**config.mk**
```make
export PLATFORM = sky130hd
export DESIGN_NAME = chr_scan_fetch
export DESIGN_NICKNAME = d
export VERILOG_FILES = /design/src/rtl/chr_gen_pkg.sv /design/src/rtl/chr_scan_fetch_sig_dly.sv /design/src/rtl/chr_scan_fetch.sv
export SDC_FILE = /design/constraint.sdc
export NUM_CORES = 1
export LEC_CHECK = 0
export ABC_CLOCK_PERIOD_IN_PS = 3000
export CAP_MARGIN = 20
export CELL_PAD_IN_SITES_DETAIL_PLACEMENT = 0
export CELL_PAD_IN_SITES_GLOBAL_PLACEMENT = 2
export CORE_ASPECT_RATIO = 1.2
export CORE_MARGIN = 1.5
export CORE_UTILIZATION = 36
export CTS_CLUSTER_DIAMETER = 100
export DETAILED_ROUTE_END_ITERATION = 6
export GPL_ROUTABILITY_DRIVEN = 0
export MAX_ROUTING_LAYER = met4
export PLACE_DENSITY = 0.81
export SYNTH_ARGS = -nofsm -noshare
export SYNTH_HDL_FRONTEND = slang
export SYNTH_SLANG_ARGS = --single-unit
```
**constraint.sdc**
```tcl
create_clock -name CK_i -period 3 [get_ports CK_i]
set_clock_uncertainty 0.15 [all_clocks]
set_input_delay 0.45 -clock CK_i [delete_from_list [all_inputs] [get_ports CK_i]]
set_output_delay 0.45 -clock CK_i [all_outputs]
set_load 0.02 [all_outputs]
```
**src/rtl/chr_gen_pkg.sv**
```systemverilog
// Shared defaults and helpers for the character-generator scanout blocks.
// No logic of its own; imported by the scanout top and its sub-blocks.
// Holds raster geometry, memory latencies and a compile-time log2.
package chr_gen_pkg;

    localparam int DEF_CHR_W   = 8;
    localparam int DEF_ADR_W   = 12;
    localparam int DEF_COLS    = 80;
    localparam int DEF_ROWS    = 30;
    localparam int DEF_GLYPH_W = 8;
    localparam int DEF_GLYPH_H = 16;
    localparam int DEF_RAM_LAT = 2;
    localparam int DEF_ROM_LAT = 2;

    // Ceiling log2, never below 1 so it can size a vector directly.
    function automatic int clog2(input int value);
        int r;
        int v;
        r = 0;
        v = value - 1;
        while (v > 0) begin
            r++;
            v = v >> 1;
        end
        if (r == 0) r = 1;
        return r;
    endfunction

endpackage

```
**src/rtl/chr_scan_fetch_sig_dly.sv**
```systemverilog
// Fixed-depth register delay line for alignment of side-band signals.
// Latency: exactly N cycles from din to dout.
// No backpressure: shifts every cycle, async reset clears all stages.
module sig_dly #(
    parameter int W = 1,
    parameter int N = 1
)(
    input  logic         clk,
    input  logic         rst,
    input  logic [W-1:0] din,
    output logic [W-1:0] dout
);

    logic [W-1:0] stage [N];

    // Shift the sample one stage further along the line each cycle.
    always_ff @(posedge clk or posedge rst) begin
        if (rst) begin
            for (int i = 0; i < N; i++) stage[i] <= '0;
        end else begin
            stage[0] <= din;
            for (int i = 1; i < N; i++) stage[i] <= stage[i-1];
        end
    end

    assign dout = stage[N-1];

endmodule

```
**src/rtl/chr_scan_fetch.sv**
```systemverilog
// Text-mode scanout: raster counters -> VRAM fetch -> font ROM lookup -> 1-bit pixels.
// Latency: PIX_o/DE_o/VS_o trail DE_i/VS_i by C_RAM_LAT + C_ROM_LAT + 1 cycles.
// No backpressure: free-running pixel-clock pipeline, one pixel per cycle.
module chr_scan_fetch
    import chr_gen_pkg::*;
#(
    parameter int C_CHR_W   = DEF_CHR_W,
    parameter int C_ADR_W   = DEF_ADR_W,
    parameter int C_COLS    = DEF_COLS,
    parameter int C_ROWS    = DEF_ROWS,
    parameter int C_GLYPH_W = DEF_GLYPH_W,
    parameter int C_GLYPH_H = DEF_GLYPH_H,
    parameter int C_RAM_LAT = DEF_RAM_LAT,
    parameter int C_ROM_LAT = DEF_ROM_LAT
)(
    input  logic                                  CK_i,
    input  logic                                  ARST_i,
    input  logic                                  VS_i,
    input  logic                                  DE_i,
    output logic [C_ADR_W-1:0]                    RAs_o,
    input  logic [C_CHR_W-1:0]                    RDs_i,
    output logic [C_CHR_W+clog2(C_GLYPH_H)-1:0]   FAs_o,
    input  logic [C_GLYPH_W-1:0]                  FDs_i,
    output logic                                  PIX_o,
    output logic                                  DE_o,
    output logic                                  VS_o
);

    localparam int GL_W  = clog2(C_GLYPH_H);
    localparam int SUB_W = clog2(C_GLYPH_W);
    localparam int COL_W = clog2(C_COLS + 1);
    localparam int ROW_W = clog2(C_ROWS);
    localparam int L     = C_RAM_LAT + C_ROM_LAT + 1;

    localparam logic [SUB_W-1:0]   SUB_LAST = SUB_W'(C_GLYPH_W - 1);
    localparam logic [COL_W-1:0]   COL_END  = COL_W'(C_COLS);
    localparam logic [GL_W-1:0]    GL_LAST  = GL_W'(C_GLYPH_H - 1);
    localparam logic [ROW_W-1:0]   ROW_LAST = ROW_W'(C_ROWS - 1);
    localparam logic [C_ADR_W-1:0] ROW_STEP = C_ADR_W'(C_COLS);

    // A frame larger than the address space would silently alias VRAM.
    if (C_COLS * C_ROWS > (1 << C_ADR_W)) begin : g_adr_chk
        $error("chr_scan_fetch: C_COLS*C_ROWS exceeds the VRAM address space");
    end

    logic [SUB_W-1:0]   sub;
    logic [COL_W-1:0]   col;
    logic [GL_W-1:0]    gl;
    logic [ROW_W-1:0]   row;
    logic [C_ADR_W-1:0] row_base;
    logic               de_q;

    logic               slot;
    logic               fetch;
    logic [C_ADR_W-1:0] fetch_adr;

    logic [GL_W-1:0]    gl_d;
    logic               slot_a;
    logic               fetch_a;
    logic               slot_b;
    logic               fetch_b;
    logic [1:0]         vid_d;

    logic [C_GLYPH_W-1:0] sreg;

    // Raster position: sub/col within the line, gl/row/row_base across lines; VS wins over the DE edge.
    always_ff @(posedge CK_i or posedge ARST_i) begin
        if (ARST_i) begin
            sub      <= '0;
            col      <= '0;
            gl       <= '0;
            row      <= '0;
            row_base <= '0;
            de_q     <= 1'b0;
        end else begin
            de_q <= DE_i;
            if (VS_i) begin
                sub      <= '0;
                col      <= '0;
                gl       <= '0;
                row      <= '0;
                row_base <= '0;
            end else begin
                if (DE_i) begin
                    if (sub == SUB_LAST) begin
                        sub <= '0;
                        // Saturate past the last column so over-long lines never wrap back into range.
                        if (col != COL_END) col <= col + 1'b1;
                    end else begin
                        sub <= sub + 1'b1;
                    end
                end else begin
                    sub <= '0;
                    col <= '0;
                end
                if (de_q && !DE_i) begin
                    if (gl == GL_LAST) begin
                        gl <= '0;
                        if (row == ROW_LAST) begin
                            row      <= '0;
                            row_base <= '0;
                        end else begin
                            row      <= row + 1'b1;
                            row_base <= row_base + ROW_STEP;
                        end
                    end else begin
                        gl <= gl + 1'b1;
                    end
                end
            end
        end
    end

    // Every glyph boundary (and every blank cycle) is a slot; only in-range active slots fetch.
    assign slot      = (sub == '0);
    assign fetch     = DE_i && slot && (col < COL_END);
    assign fetch_adr = row_base + C_ADR_W'(col);

    // Issue the VRAM read address; it holds between fetches.
    always_ff @(posedge CK_i or posedge ARST_i) begin
        if (ARST_i) RAs_o <= '0;
        else if (fetch) RAs_o <= fetch_adr;
    end

    // Glyph line and slot/fetch flags ride alongside the VRAM read.
    sig_dly #(.W(GL_W + 2), .N(C_RAM_LAT)) u_ram_pipe (
        .clk  (CK_i),
        .rst  (ARST_i),
        .din  ({gl, slot, fetch}),
        .dout ({gl_d, slot_a, fetch_a})
    );

    // Form the font address from the returned code and the glyph line of that same fetch.
    always_ff @(posedge CK_i or posedge ARST_i) begin
        if (ARST_i) FAs_o <= '0;
        else if (fetch_a) FAs_o <= {RDs_i, gl_d};
    end

    sig_dly #(.W(2), .N(C_ROM_LAT)) u_rom_pipe (
        .clk  (CK_i),
        .rst  (ARST_i),
        .din  ({slot_a, fetch_a}),
        .dout ({slot_b, fetch_b})
    );

    // Serializer: load a glyph row (or blank) at each slot, otherwise shift out MSB-first.
    always_ff @(posedge CK_i or posedge ARST_i) begin
        if (ARST_i) begin
            sreg <= '0;
        end else if (slot_b) begin
            sreg <= fetch_b ? FDs_i : '0;
        end else begin
            sreg <= {sreg[C_GLYPH_W-2:0], 1'b0};
        end
    end

    sig_dly #(.W(2), .N(L)) u_vid_pipe (
        .clk  (CK_i),
        .rst  (ARST_i),
        .din  ({DE_i, VS_i}),
        .dout (vid_d)
    );

    assign DE_o  = vid_d[1];
    assign VS_o  = vid_d[0];
    assign PIX_o = sreg[C_GLYPH_W-1] & DE_o;

endmodule

```
==> flow_metrics.tcl <==
set metrics [dict create \
    yosysTopAreaCell "dfrtp_1" \
    rsz0062_at_grt "no" \
    n_antenna_cell 0 \
    yosysTopAreaCellShare_pct 60.2 \
    syn_to_final_growth_pct 26.1 \
    fin_util_pct 46.8 \
    yosysUniqueCellTypes 46 \
    maxSlewViolCount 0 \
    dpl.hpwl_um 4420 \
    worst_pin_slew_ns 0.609 \
    yosysWarnings 0 \
    cp-start-kind "input port" \
    worst_slack_ns 0.937 \
    postCtsResizedCells 0 \
    worst_ir_drop_vdd_v 0.000315 \
    status "completed" \
    path_max_fanout 9 \
    worstSetupEndpointType "flop" \
    p_per_area_nw_per_um2 588 \
    start_util_pct 37.1 \
    final_net_count 397 \
    p_clk_share_pct 45.0 \
    min_period_over_period_pct 68.8 \
    firstDrtPassIters 4 \
    wire_per_inst_um 13.0 \
    io_buffers 46 \
    yosysMostFrequentCell "dfrtp_1" \
    power_frac_seq_pct 47.0 \
    tns_ns 0 \
    synth_ff_type "dfrtp_1" \
    cts_root_buf "clkbuf_16" \
    drtIter0Drc 165 \
    r2r_slack_ns 1.00 \
    fmax_ghz 0.485 \
    cts_setup_buffers 0 \
    finish.instance_area_um2 4450 \
    synth_cells 317 \
    grt_overflow 0 \
    path_class "in2reg" \
    antenna_found_initial 0 \
    grt_max_degree 53 \
    hold_viol 0 \
    worst_ep_arrival_time_ns 2.15 \
    num_rows 39 \
    clock_sinks 85 \
    setup_viol 0 \
    grt.total_usage_pct 14.0 \
    dieWidth_um 93.4 \
    place_area_um2 4130 \
    die_y_um 111 \
    cts_buffer_depth 2 \
    h-tree-depth 3 \
    ant_nets 0 \
    p_comb_share_pct 8.0 \
    avgSynthCellArea_um2 11.1 \
    hold_buffers 0 \
    drc 0 \
    p_int_uw 2050 \
    cap_violations 0 \
    post-place-ws_ns 0.591 \
    p_switching_uw 567 \
    clk_latency_ns 0.33 \
    top_level_ports 47 \
    fin_crit_ns 2.06 \
    synth_area_leaders "dfrtp_1, ha_1, o21ai_0" \
    grt_pass1_vias 2402 \
    synth_common_cells "dfrtp_1, nand2_1, o21ai_0, inv_1, nor2_1" \
    routed_wl_um 6390 \
    yosysSeqAreaShare_pct 60.2 \
    async_reset_ff_share_pct 100 \
    cts_tree "built" \
    avgViaCountPerCell 4.91 \
    netlist_area_um2 3530 \
    clk_pin_slew_ns 0.06 \
    core-area_um2 9520 \
    dieArea_um2 10400 \
    cellLeakagePower_uw 0.00196 \
    slew_headroom_pct 59.3 \
    synth_edf_count 0 \
    drive_above_1_share_pct 8.70 \
    grt_pass1_wl_um 11200 \
    swShare_pct 21.6 \
    cp.required_ns 3.09 \
    hold_path_class "reg2reg" \
    cts_buffers 9 \
    synth_nets 350 \
    synth-seq-cells 85 \
    vias 2413 \
]
-- cell families (layout without fill, tap and decap cells) --
logic type	count (synthesis)	in the layout	share of synthesized area (%)
other	1	1	0.106
muxes	13	13	4.11
adders and majority gates	13	13	4.61
xor gates and xnor gates	12	12	2.98
buffers and inverters	33	84	3.58
DFF	85	85	60.2
AOI/OAI and AO/OA	66	66	11.3
and+or+nand+nor	94	94	13.1
-- area by class of cell --
type	count	area (um2)
clock buffers	10	239
clock inverters	5	83.8
fillers	897	5060
inverters	20	76.3
multi-input cells	199	1280
flip-flops and latches	85	2130
well taps	123	154
repair buffers	49	495
-- path summary, 6_finish.rpt --
kind                                    start                  end  cells past startpoint
max                                      DE_i         row_base[11]                      5
min                        u_ram_pipe.dout[1]  u_rom_pipe.stage[3]                      0
max reg2reg                            col[5]            RAs_o[10]                      5
min reg2reg                u_ram_pipe.dout[1]  u_rom_pipe.stage[3]                      0
max in group asynchronous              ARST_i             RAs_o[3]                      3
min in group asynchronous              ARST_i             FAs_o[4]                      2
-- registers in the layout, summed over array words and instances (netlist names) --
signal            flops
sreg                  8
RAs_o                12
u_vid_pipe.dout       2
row_base              8
u_rom_pipe.stage      2
u_vid_pipe.stage      7
sub                   3
FAs_o                12
row                   5
de_q                  1
u_rom_pipe.dout       2
u_ram_pipe.dout       6
gl                    4
col                   7
u_ram_pipe.stage      6
-- power groups by stage --
| stage | Sequential (uW) | Combinational (uW) | Clock [uW] |
|---|---|---|---|
| after CTS | 1230 | 215 | 1220 |
| after detailed placement | 1250 | 214 | 0 |
| after global routing | 1240 | 231 | 1270 |
| after global placement | 1250 | 212 | 0 |
| final | 1230 | 208 | 1180 |
| after floorplan | 1270 | 88.7 | 0 |
-- layer usage --
metal,part of all wire [%],up-vias,wire (um),global-route usage [%]
met3,4.1,13,265,3.07
met5,0,-,0,-
met1,45,1182,2900,17.3
li1,-,1173,-,-
met2,48,45,3100,21.7
met4,2.1,0,134,6.67
-- through the flow --
stage               power, uW  std cells  hold slack [ns]
floorplan                1360        317            0.181
detailed placement       1470        476            0.185
finish                   2620        491            0.197
CTS                      2660        491            0.198
global placement         1460        476            0.183
global route             2740        491            0.205
-- critical path, cell delays in order --
cell and delay (ns):
clkdlybuf4s50_1 0.48, nor2b_1 0.32, nand4b_1 0.41, nand2b_1 0.30, o31ai_1 0.19
-- cells in the final DEF (no fill, tap or decap), types with 3 or more instances in the layout --
cell type / instances
dfrtp_1: 85
nand2b_1: 8
xor2_1: 6
mux2_2: 12
clkbuf_16: 9
o31ai_1: 8
nand2_1: 35
nor2_1: 17
inv_1: 19
ha_1: 13
a21oi_1: 10
and3_1: 4
clkdlybuf4s50_1: 46
xnor2_1: 6
nand3_1: 10
nor2b_1: 3
o21ai_0: 32
(Power assumes the default switching activity.)
